`config.mk`:
```
export PLATFORM = sky130hd
export DESIGN_NAME = btn_event_conditioner
export DESIGN_NICKNAME = d
export VERILOG_FILES = /design/src/rtl/btn_event_conditioner.sv
export SDC_FILE = /design/constraint.sdc
export NUM_CORES = 1
export LEC_CHECK = 0
export ABC_AREA = 0
export CORE_MARGIN = 2
export CORE_UTILIZATION = 58
export DETAILED_ROUTE_END_ITERATION = 12
export GPL_ROUTABILITY_DRIVEN = 0
export PLACE_DENSITY = 0.78
export SYNTH_ARGS = -nofsm -noshare
export SYNTH_HDL_FRONTEND = slang
export SYNTH_SLANG_ARGS = --single-unit
```
`constraint.sdc`:
```
create_clock -name iClk -period 1.9 [get_ports iClk]
set_input_delay 0.285 -clock iClk [delete_from_list [all_inputs] [get_ports iClk]]
set_output_delay 0.285 -clock iClk [all_outputs]
set_load 0.005 [all_outputs]
```
`src/rtl/btn_event_conditioner.sv`:
```
// N-channel button front end: per channel a 2-FF synchroniser, counter debounce and
// press / release / long-press / auto-repeat event pulses, all outputs registered.

module btn_channel #(
    parameter int DB_CYCLES     = 4,
    parameter int LONG_CYCLES   = 20,
    parameter int REPEAT_CYCLES = 5,
    parameter int REPEAT_EN     = 1
) (
    input  logic clk,
    input  logic rst,
    input  logic btn,
    output logic level,
    output logic press,
    output logic rel,
    output logic long_evt,
    output logic rep_evt,
    output logic press_nxt
);
    localparam int DB_W     = $clog2(DB_CYCLES + 1);
    localparam int HOLD_MAX = (LONG_CYCLES > REPEAT_CYCLES) ? LONG_CYCLES : REPEAT_CYCLES;
    localparam int HOLD_W   = $clog2(HOLD_MAX + 1);

    localparam logic [DB_W-1:0]   DB_LAST   = DB_W'(DB_CYCLES - 1);
    localparam logic [DB_W-1:0]   DB_ONE    = DB_W'(1);
    localparam logic [HOLD_W-1:0] HOLD_ONE  = HOLD_W'(1);
    localparam logic [HOLD_W-1:0] HOLD_LONG = HOLD_W'(LONG_CYCLES);
    localparam logic [HOLD_W-1:0] HOLD_REP  = HOLD_W'(REPEAT_CYCLES);

    typedef enum logic [1:0] {ST_IDLE, ST_HELD, ST_LONG} state_e;

    state_e              state_q, state_d;
    logic                sync0_q, sync0_d, sync1_q, sync1_d;
    logic                stable_q, stable_d;
    logic [DB_W-1:0]     db_cnt_q, db_cnt_d;
    logic [HOLD_W-1:0]   hold_cnt_q, hold_cnt_d;
    logic                press_q, press_d, rel_q, rel_d;
    logic                long_q, long_d, rep_q, rep_d;
    logic                accept, rise, fall;

    always_comb begin
        sync0_d    = btn;
        sync1_d    = sync0_q;
        stable_d   = stable_q;
        db_cnt_d   = '0;
        hold_cnt_d = hold_cnt_q;
        state_d    = state_q;
        press_d    = 1'b0;
        rel_d      = 1'b0;
        long_d     = 1'b0;
        rep_d      = 1'b0;
        accept     = 1'b0;

        // Any sample matching the stable level restarts the count, so bounce never accumulates.
        if (sync1_q != stable_q) begin
            if (db_cnt_q == DB_LAST) begin
                stable_d = sync1_q;
                accept   = 1'b1;
            end else begin
                db_cnt_d = db_cnt_q + DB_ONE;
            end
        end
        rise = accept & sync1_q;
        fall = accept & ~sync1_q;

        case (state_q)
            ST_IDLE: begin
                if (rise) begin
                    state_d    = ST_HELD;
                    press_d    = 1'b1;
                    hold_cnt_d = HOLD_ONE;
                end
            end
            ST_HELD: begin
                if (fall) begin
                    state_d    = ST_IDLE;
                    rel_d      = 1'b1;
                    hold_cnt_d = '0;
                end else if (hold_cnt_q == HOLD_LONG) begin
                    state_d    = ST_LONG;
                    long_d     = 1'b1;
                    hold_cnt_d = HOLD_ONE;
                end else begin
                    hold_cnt_d = hold_cnt_q + HOLD_ONE;
                end
            end
            ST_LONG: begin
                // A release on the same cycle as a due repeat suppresses the repeat.
                if (fall) begin
                    state_d    = ST_IDLE;
                    rel_d      = 1'b1;
                    hold_cnt_d = '0;
                end else if (hold_cnt_q == HOLD_REP) begin
                    rep_d      = (REPEAT_EN != 0);
                    hold_cnt_d = HOLD_ONE;
                end else begin
                    hold_cnt_d = hold_cnt_q + HOLD_ONE;
                end
            end
            default: begin
                state_d    = ST_IDLE;
                hold_cnt_d = '0;
            end
        endcase
    end

    always_ff @(posedge clk) begin
        if (rst) begin
            state_q    <= ST_IDLE;
            sync0_q    <= 1'b0;
            sync1_q    <= 1'b0;
            stable_q   <= 1'b0;
            db_cnt_q   <= '0;
            hold_cnt_q <= '0;
            press_q    <= 1'b0;
            rel_q      <= 1'b0;
            long_q     <= 1'b0;
            rep_q      <= 1'b0;
        end else begin
            state_q    <= state_d;
            sync0_q    <= sync0_d;
            sync1_q    <= sync1_d;
            stable_q   <= stable_d;
            db_cnt_q   <= db_cnt_d;
            hold_cnt_q <= hold_cnt_d;
            press_q    <= press_d;
            rel_q      <= rel_d;
            long_q     <= long_d;
            rep_q      <= rep_d;
        end
    end

    assign level     = stable_q;
    assign press     = press_q;
    assign rel       = rel_q;
    assign long_evt  = long_q;
    assign rep_evt   = rep_q;
    assign press_nxt = press_d & ~rst;
endmodule

module btn_event_conditioner #(
    parameter int NUM_BTN       = 4,
    parameter int DB_CYCLES     = 4,
    parameter int LONG_CYCLES   = 20,
    parameter int REPEAT_CYCLES = 5,
    parameter int REPEAT_EN     = 1
) (
    input  logic               iClk,
    input  logic               iRst,
    input  logic [NUM_BTN-1:0] iBtn,
    input  logic [NUM_BTN-1:0] iMask,
    output logic [NUM_BTN-1:0] oLevel,
    output logic [NUM_BTN-1:0] oPress,
    output logic [NUM_BTN-1:0] oRelease,
    output logic [NUM_BTN-1:0] oLong,
    output logic [NUM_BTN-1:0] oRepeat,
    output logic               oAnyPress
);
    logic [NUM_BTN-1:0] press_nxt;
    logic               any_press_q, any_press_d;

    for (genvar gi = 0; gi < NUM_BTN; gi++) begin : g_ch
        // Mask reuses the channel reset path: state clears silently, no release pulse.
        btn_channel #(
            .DB_CYCLES     (DB_CYCLES),
            .LONG_CYCLES   (LONG_CYCLES),
            .REPEAT_CYCLES (REPEAT_CYCLES),
            .REPEAT_EN     (REPEAT_EN)
        ) u_ch (
            .clk       (iClk),
            .rst       (iRst | iMask[gi]),
            .btn       (iBtn[gi]),
            .level     (oLevel[gi]),
            .press     (oPress[gi]),
            .rel       (oRelease[gi]),
            .long_evt  (oLong[gi]),
            .rep_evt   (oRepeat[gi]),
            .press_nxt (press_nxt[gi])
        );
    end

    always_comb begin
        any_press_d = |press_nxt;
    end

    always_ff @(posedge iClk) begin
        if (iRst) any_press_q <= 1'b0;
        else      any_press_q <= any_press_d;
    end

    assign oAnyPress = any_press_q;
endmodule

```
==> run_results.csv <==
group,metric,value,unit
run_status,status,"completed",
cells_and_area,final_layout_size_suffix_gt1_share,9.40,%
worst_hold_path,worstHoldEndpoint,"g_ch[3].u_ch.db_cnt_q[0]",
synth,syn_area,3760,um2
place,hpwl,5.26,mm
cts,cts_root_buf,"clkbuf_8",
drt,wl_per_cell,13.5,um
cts,tritoncts,"done",
critical_path,ff2ff_path_depth,6,
critical_path,required,2.15,ns
synth,netlist_instances,417,
cells_and_area,n_antenna_cell,0,
cts,clockBufferDepth,2,
timing,skew,0.00608,ns
cts,clk_pin_slew_worst_paths,0.07,ns
synth,yosysTopAreaCellShare,36.8,%
floorplanning,die_w,84.5,um
synth,synth.area.top_cells,"dfxtp_1 37%, ha_1 13%, buf_4 4.0%, inv_1 3.8%, nor2_1 3.4%",
critical_path,cpPeakStageDelay,0.36,ns
run,maxCapViolCount,0,
drt,antenna_left,0,
floorplanning,die_h,84.5,um
timing,finalSetupTns,0,ns
critical_path,timing.rr.start,"g_ch[0].u_ch.db_cnt_q[0]",
critical_path,worst_setup_path_start_kind,"flip-flop",
timing,rsz0062_at_grt,"yes",
timing,setup_viol,0,
drt,drt-total-wl,7.07,mm
drt,dr.first_iter.drc_count,95,
timing,min_period,1.80,ns
critical_path,timing.critical_path.cells,"ha_1 > ha_2 > and3b_4 > a2111oi_4 > nand2_2 > o311ai_2",
cts,clkSinkCount,69,
synth,ys_ff_latch,69,
timing,drv_slew,0,
floorplanning,dieArea,7140,um2
global_route,grtUsageTotal,21.4,%
synth,synth_most_common_cell,"dfxtp_1",
critical_path,rrSetupSlack,0.1,ns
synth,synth_seq_area_share,36.8,%
synth,synth_flop_cell,"dfxtp_1",
floorplanning,io_pins,31,
pwr,max-vdd-ir-drop,402,uV
cts,htree_levels,3,
floorplanning,start_util,59.5,%
cts,hold_buffers,0,
worst_hold_path,hp-start,"g_ch[3].u_ch.db_cnt_q[0]",
timing,fmaxAchievable,555,MHz
drt,num_vias,2987,
critical_path,setup.worst_path.end_class,"flip-flop",
pwr,power_density,638,nW/um2
timing,hold_viol,0,
synth,async_flop_share,0,%
timing,relSlewSlack,68.9,%
global_route,antenna_found_initial,0,
synth,synth_edf_count,0,
timing,layout_setup_ws,0.0969,ns
global_route,grt_max_degree,12,
place,io_buffers,30,
floorplanning,core_region_area,6310,um2
place,place_ws,0.00227,ns
synth,synth_top_area_cell,"dfxtp_1",
drt,first_pass_iters,6,
synth,synth_cell_type_count,60,
drt,route.detailed.drc,0,
floorplanning,placementRows,29,
place,place_inst,508,
cts,cts_inserted_buffers,9,
drt,avgViaCountPerCell,5.70,
pwr,p_leak,1.65,nW
cells_and_area,nets,492,
worst_hold_path,hold_path.class,"reg2reg",
critical_path,crit_fanout,5,
cells_and_area,final_cells,524,
global_route,grt_pass1_vias,2891,
critical_path,slowest_stage,"a2111oi_4",
critical_path,cp_top_family,"compound AO/OA/AOI/OAI gates",
critical_path,r2r_end,"g_ch[0].u_ch.hold_cnt_q[4]",
synth,yosys-top-cells-count,"69 x dfxtp_1, 40 x ha_1, 38 x inv_1, 34 x nor2_1, 26 x nand2_1",
global_route,grt.overflow.total,0,
critical_path,path_buf_inv,0,
timing,tightest_slew,0.460,ns
synth,yosysWarnings,0,
cells_and_area,area_growth,13.3,%
synth,avgSynthCellArea,9.01,um2
cts,clk_latency,0.34,ns
synth,synth_fp_nets,467,
critical_path,crit_type,"reg2reg",
global_route,grt_pass1_wl,12.6,mm
worst_hold_path,holdPathStages,1,
timing,holdWs,0.424,ns
critical_path,cp.arrival,2.05,ns
timing,fin_crit_sh,94.9,%
cells_and_area,utilization,67.4,%
sequential cells by signal, summed over array words and instances, names as in the netlist:
signal                flops
g_ch.u_ch.db_cnt_q       12
g_ch.u_ch.hold_cnt_q     20
g_ch.u_ch.level           4
g_ch.u_ch.long_evt        4
g_ch.u_ch.press           4
g_ch.u_ch.rel             4
g_ch.u_ch.rep_evt         4
g_ch.u_ch.state_q         8
g_ch.u_ch.sync0_q         4
g_ch.u_ch.sync1_q         4
oAnyPress                 1
power breakdown:
| group | switching (W) | internal [W] |
|---|---|---|
| logic | 0.0000408 | 0.0000386 |
| registers | 0.00000295 | 0.00145 |
| clock network | 0.000544 | 0.000639 |
metal layers:
metal	GRT usage (%)	vias up	share of wire (%)
met1	26.9	1396	48
met3	4.23	16	3.5
met5	0	-	0
li1	-	1510	-
met2	35.4	65	46
met4	9.96	0	2.4
placed cells by master (no fill, tap or decap), drive strengths merged, types with 3 or more instances in the layout:
master	n
clkbuf	12
mux2i	4
and3b	5
o311ai	3
or2	5
and3	9
nor3	11
ha	40
buf	11
nand3b	9
and4	3
or3	5
o211ai	7
a22o	5
dfxtp	69
a41o	3
a22oi	3
nand3	21
xnor2	3
a211oi	3
clkdlybuf4s50	30
a21oi	16
and2	9
nand4b	5
and4b	4
inv	38
o22ai	6
o21ai	6
a31oi	6
nand2b	5
nand2	27
nor2	35
worst max-delay path by stage:
stage                                         from                          to  slack (ns)  cells after the start
after floorplan           g_ch[0].u_ch.db_cnt_q[0]  g_ch[0].u_ch.hold_cnt_q[4]        0.17                      6
after global placement                        iRst  g_ch[0].u_ch.hold_cnt_q[4]        0.05                      6
after detailed placement                      iRst  g_ch[0].u_ch.hold_cnt_q[4]       0.002                      6
after CTS                 g_ch[0].u_ch.db_cnt_q[0]  g_ch[0].u_ch.hold_cnt_q[4]        0.03                      6
after global routing      g_ch[2].u_ch.db_cnt_q[0]  g_ch[2].u_ch.hold_cnt_q[1]       -0.01                      6
final                     g_ch[0].u_ch.db_cnt_q[0]  g_ch[0].u_ch.hold_cnt_q[4]         0.1                      6
area by class of cell:
cell class | count | area [um2]
fill | 496 | 2060
sequential | 69 | 1380
tap | 77 | 96.3
clock buffer | 12 | 145
inverter | 38 | 143
clock inverter | 4 | 47.5
multi-input combinational | 283 | 2060
timing repair buffer | 41 | 383
logic make-up (layout without fill, tap and decap cells):
group / after synthesis / after routing / synth area share (%)
and+or+nand+nor: 165 / 165 / 25.5
AOI/OAI and AO/OA: 71 / 71 / 13.9
DFF: 69 / 69 / 36.8
buffers and inverters: 65 / 95 / 8.76
adders and majority gates: 40 / 40 / 13.3
muxes: 4 / 4 / 1.07
xor gates and xnor gates: 3 / 3 / 0.700
per-stage QoR:
stage / cell area [um2] / power (W)
3_3_place_gp: 4050 / 0.00156
2_1_floorplan: 3760 / 0.00153
6_report: 4260 / 0.00272
5_1_grt: 4260 / 0.00281
4_1_cts: 4240 / 0.00274
3_5_place_dp: 4050 / 0.00157
timing repair:
item                                    in CTS  in global routing
buffers inserted                             0                  0
endpoints found under the setup margin       0                  7
resized for setup                            0                  3
Note: power is estimated with default switching activity, not from simulation.
